$ cat src/rtl/shift_pipe_2s.sv
// Two-stage 32-bit barrel shifter (SLL/SRA) with valid/ready at both ends.
// Stage 1 resolves shamt[4:3]; stage 2 resolves shamt[2:0]; includes flush and a retired-op counter.
module shift_pipe_2s #(
    parameter int TAG_W = 4,
    parameter int CNT_W = 16
) (
    input  logic             i_clock,
    input  logic             i_reset,
    input  logic             i_flush,
    input  logic             i_in_valid,
    output logic             o_in_ready,
    input  logic [31:0]      i_in_data,
    input  logic [4:0]       i_in_shamt,
    input  logic             i_in_op,
    input  logic [TAG_W-1:0] i_in_tag,
    output logic             o_out_valid,
    input  logic             i_out_ready,
    output logic [31:0]      o_out_data,
    output logic [TAG_W-1:0] o_out_tag,
    output logic             o_busy,
    output logic [CNT_W-1:0] o_op_count
);

    logic             r_v1;
    logic [31:0]      r_d1;
    logic [2:0]       r_sh1;
    logic             r_sign1;
    logic             r_op1;
    logic [TAG_W-1:0] r_tag1;

    logic             r_v2;
    logic [31:0]      r_d2;
    logic [TAG_W-1:0] r_tag2;

    logic [CNT_W-1:0] r_cnt;

    logic             w_rdy1;
    logic             w_rdy2;
    logic             w_sign_in;
    logic [31:0]      w_s16;
    logic [31:0]      w_s8;
    logic [31:0]      w_s4;
    logic [31:0]      w_s2;
    logic [31:0]      w_s1;

    assign w_rdy2     = !r_v2 | i_out_ready;
    assign w_rdy1     = !r_v1 | w_rdy2;
    assign o_in_ready = w_rdy1 & !i_flush & i_reset;

    // Fill bit for right shifts; zero for SLL so stage 2 never needs the raw operand.
    assign w_sign_in = i_in_op & i_in_data[31];

    assign w_s16 = !i_in_shamt[4] ? i_in_data :
                   i_in_op        ? {{16{w_sign_in}}, i_in_data[31:16]} :
                                    {i_in_data[15:0], 16'h0000};
    assign w_s8  = !i_in_shamt[3] ? w_s16 :
                   i_in_op        ? {{8{w_sign_in}}, w_s16[31:8]} :
                                    {w_s16[23:0], 8'h00};

    assign w_s4  = !r_sh1[2] ? r_d1 :
                   r_op1     ? {{4{r_sign1}}, r_d1[31:4]} :
                               {r_d1[27:0], 4'h0};
    assign w_s2  = !r_sh1[1] ? w_s4 :
                   r_op1     ? {{2{r_sign1}}, w_s4[31:2]} :
                               {w_s4[29:0], 2'b00};
    assign w_s1  = !r_sh1[0] ? w_s2 :
                   r_op1     ? {r_sign1, w_s2[31:1]} :
                               {w_s2[30:0], 1'b0};

    always_ff @(posedge i_clock or negedge i_reset) begin
        if (!i_reset) begin
            r_v1    <= 1'b0;
            r_d1    <= '0;
            r_sh1   <= '0;
            r_sign1 <= 1'b0;
            r_op1   <= 1'b0;
            r_tag1  <= '0;
        end else begin
            if (i_flush) begin
                r_v1 <= 1'b0;
            end else if (w_rdy1) begin
                r_v1 <= i_in_valid;
            end
            if (w_rdy1) begin
                r_d1    <= w_s8;
                r_sh1   <= i_in_shamt[2:0];
                r_sign1 <= w_sign_in;
                r_op1   <= i_in_op;
                r_tag1  <= i_in_tag;
            end
        end
    end

    always_ff @(posedge i_clock or negedge i_reset) begin
        if (!i_reset) begin
            r_v2   <= 1'b0;
            r_d2   <= '0;
            r_tag2 <= '0;
        end else begin
            if (i_flush) begin
                r_v2 <= 1'b0;
            end else if (w_rdy2) begin
                r_v2 <= r_v1;
            end
            if (w_rdy2) begin
                r_d2   <= w_s1;
                r_tag2 <= r_tag1;
            end
        end
    end

    // A transfer in the flush cycle still retires, so the counter ignores flush.
    always_ff @(posedge i_clock or negedge i_reset) begin
        if (!i_reset) begin
            r_cnt <= '0;
        end else if (r_v2 && i_out_ready) begin
            r_cnt <= r_cnt + 1'b1;
        end
    end

    assign o_out_valid = r_v2;
    assign o_out_data  = r_d2;
    assign o_out_tag   = r_tag2;
    assign o_busy      = r_v1 | r_v2;
    assign o_op_count  = r_cnt;

endmodule
$ cat config.mk
export PLATFORM = sky130hd
export DESIGN_NAME = shift_pipe_2s
export DESIGN_NICKNAME = d
export VERILOG_FILES = /design/src/rtl/shift_pipe_2s.sv
export SDC_FILE = /design/constraint.sdc
export NUM_CORES = 1
export LEC_CHECK = 0
export ABC_AREA = 1
export ABC_CLOCK_PERIOD_IN_PS = 1700
export CAP_MARGIN = 20
export CORE_MARGIN = 1
export CORE_UTILIZATION = 50
export DETAILED_ROUTE_END_ITERATION = 8
export GPL_ROUTABILITY_DRIVEN = 0
export PLACE_DENSITY = 0.74
export SETUP_SLACK_MARGIN = 0.05
export SYNTH_ARGS = -nofsm -noshare
export SYNTH_HDL_FRONTEND = slang
export SYNTH_SLANG_ARGS = --single-unit
export TNS_END_PERCENT = 50
$ cat constraint.sdc
create_clock -name i_clock -period 1.7 [get_ports i_clock]
set_input_delay 0.17 -clock i_clock [delete_from_list [all_inputs] [get_ports i_clock]]
set_output_delay 0.17 -clock i_clock [all_outputs]
set_load 0.02 [all_outputs]
==> out/results.tsv <==
metric	value	unit
drc	0	
synth-seq-area-share	36.0	%
path_clk_slew	0.07	ns
finalHoldViolations	0	
cp_cell_sequence	clkbuf_16 -> nand3_1 -> nand3_1 -> nand3_1 -> nand2_1 -> nand2_1 -> nor2_1 -> nor2_1	
finalWirelength	20200	um
synth_edf_count	0	
clk_latency	0.36	ns
io_buffers	101	
finClkSkew	0.0137	ns
cp_data_arrival_time	1.87	ns
synth.distinct_cells	32	
die_h	117	um
p_sw	2.62	mW
crit_path_top_delay_cell	dfrtp_2	
yosys.area_share.adder	0.190	%
multi_input_area	0.00396	mm2
fin_ws	0.0696	ns
antenna_left	0	
vias	7398	
initial_core_util	51.9	%
peakVddDrop	0.000499	V
wl_per_cell	15.1	um
swShare	35.9	%
path_common_cell	nand3_1	
synth_area	0.00660	mm2
ios	102	
synthSimpleGateAreaFrac	41.5	%
synthTopCellsByArea	dfrtp_1, nand2_1, nand3_1	
status	finished, final reports clean	
synth_top_family_by_area	simple AND/OR/NAND/NOR gates	
slew_headroom	65.5	%
grt_pass1_wl	31300	um
grt_pass1_vias	6435	
p_int	4.68	mW
critical_path_class	flip-flop to flip-flop	
worst-path-max-fanout	7	
grt_remaining_overflow	0	
fillers	1118	
yosys_warnings	0	
htree_levels	3	
maxCapViolCount	0	
core_area	0.0127	mm2
cp-start-kind	flip-flop	
async_flop_share	100	%
synth_xor_area_share	1.72	%
slowest_delay	0.53	ns
antenna_found_initial	0	
final_core_util	70.8	%
cts_buffer_depth	2	
area_growth	36.4	%
power_density	810	mW/mm2
dr.pass1.iters	5	
place_ws	-0.148	ns
tritoncts	built	
synthCells	1032	
cts-root-buf	clkbuf_16	
p_clk_share	27.0	%
cts_buffers	9	
required	1.94	ns
ff_latch_area	0.00238	mm2
worst_slew_pin_slew	0.517	ns
post-synth-top-area-cell	dfrtp_1	
dp_hpwl	14400	um
antenna_cells	0	
viasPerCell	5.53	
rows	41	
drive_gt1_share	15.8	%
finalSetupViolCount	0	
synthMuxAreaShare	0	%
final_nets	1208	
hold_path.class	input pin to flip-flop	
avgSynthCellArea	6.40	um2
finalMaxSlewViolations	0	
post-route-min-period	1.63	ns
p_leak	4.65	nW
final.period_utilization	95.9	%
synth_top_area_share	36.0	%
synth-main-ff-cell	dfrtp_1	
max_freq	613	MHz
fp.dieW	117	um
dieArea	0.0137	mm2
synth_nets	1080	
grt_max_degree	96	
combPwrFrac	34.9	%
drtIter0Drc	578	
seqPwrFrac	38.1	%
synth-compound-area-share	11.4	%
rsz0062_at_grt	yes	
ys_ff_latch	95	
setup_tns	0	ns
end_kind	flip-flop	
cts.sinks	95	
gr-usage-all-layers	29.3	%
==> per-layer routing <==
layer	part of all wire (%)	track usage, %	vias to the layer above	wire length (um)
met5	0	0	-	0
met4	4.5	12.5	0	914
met3	8.0	4.58	86	1620
met2	44	44.3	389	8990
met1	43	41.8	3314	8720
li1	-	-	3609	-
==> repair_timing <==
action | CTS | global route
cloned | 0 | 5
hold buffers | 1 | 0
hold endpoints to repair | 95 | 0
gates resized for setup | 6 | 99
endpoints found under the setup margin | 13 | 34
pin swaps | 0 | 21
setup buffers | 0 | 4
==> layout by cell type, fill, tap and decap left out, types with 31 or more instances in the layout <==
cell type	instances
nand2_1	337
nand3_1	133
dfrtp_1	93
a21oi_1	31
clkdlybuf4s50_1	98
inv_1	72
nor2_1	96
nand3_2	47
o21ai_0	45
buf_4	48
==> Yosys cell counts, types with 6 or more instances <==
| cell | number |
|---|---|
| a21oi_1 | 31 |
| a22oi_1 | 14 |
| buf_2 | 23 |
| buf_4 | 7 |
| clkbuf_1 | 24 |
| dfrtp_1 | 95 |
| inv_1 | 73 |
| inv_2 | 7 |
| nand2_1 | 343 |
| nand3_1 | 183 |
| nor2_1 | 104 |
| o211ai_1 | 6 |
| o21a_1 | 8 |
| o21ai_0 | 47 |
| o22ai_1 | 19 |
| or2_2 | 7 |
| xor2_1 | 9 |
==> layout make-up <==
cell class / count / share of cell area [%]
Timing Repair Buffer: 177 / 20.4
Clock inverter: 6 / 0.556
Inverter: 83 / 3.60
Sequential cell: 95 / 26.4
Tap cell: 172 / 2.39
Multi-Input combinational cell: 794 / 44.0
Clock buffer: 10 / 2.65
==> path summary, 6_finish.rpt <==
check,startpoint,endpoint,slack (ns),cells after the start
worst min register to register,r_tag1[0],r_tag1[0],0.47,2
min in group asynchronous,i_reset,o_out_data[24],0.46,3
worst min-delay path,i_in_tag[0],r_tag1[0],0.34,3
worst max-delay path,r_sh1[2],o_out_data[27],0.07,8
worst max register to register,r_sh1[2],o_out_data[27],0.07,8
max in group asynchronous,i_reset,r_op1,0.79,3
==> worst max-delay path, delay by kind of cell, from the launching register on <==
| kind | cells | cell delay (ns) |
|---|---|---|
| AND/OR/NAND/NOR | 7 | 0.76 |
| flip-flops | 1 | 0.53 |
| buffers and inverters | 1 | 0.22 |
==> logic make-up (layout without fill, tap and decap cells) <==
group	count (synthesis)	count (layout)
adders and majority gates	1	1
and+or+nand+nor	651	651
buffers and inverters	143	276
xor gates and xnor gates	13	13
DFF	95	95
AOI/OAI and AO/OA	129	129
==> registers in the layout, indices dropped and copies added (netlist names) <==
name / flops
r_tag1: 4
o_out_data: 32
r_sign1: 1
o_out_valid: 1
o_op_count: 16
r_v1: 1
r_op1: 1
r_sh1: 3
r_d1: 32
o_out_tag: 4
==> power by group through the flow <==
| stage | sequential [mW] | combinational [mW] | clock [mW] |
|---|---|---|---|
| 2_1_floorplan | 3.00 | 1.11 | 0 |
| 5_1_grt | 2.81 | 2.80 | 2.07 |
| 3_5_place_dp | 2.80 | 2.32 | 0 |
| 6_report | 2.78 | 2.55 | 1.97 |
| 4_1_cts | 2.77 | 2.34 | 1.97 |
| 3_3_place_gp | 2.79 | 2.29 | 0 |
==> stage by stage <==
stage | cells | power, mW | area (um2) | hold slack (ns)
floorplan | 1032 | 4.11 | 6600 | -0.126
global placement | 1311 | 5.09 | 8190 | 0.338
detailed placement | 1311 | 5.13 | 8190 | 0.339
CTS | 1328 | 7.08 | 8490 | 0.341
global route | 1337 | 7.69 | 9000 | 0.374
finish | 1337 | 7.30 | 9000 | 0.343
No activity file was read; power rests on OpenSTA's default activity.
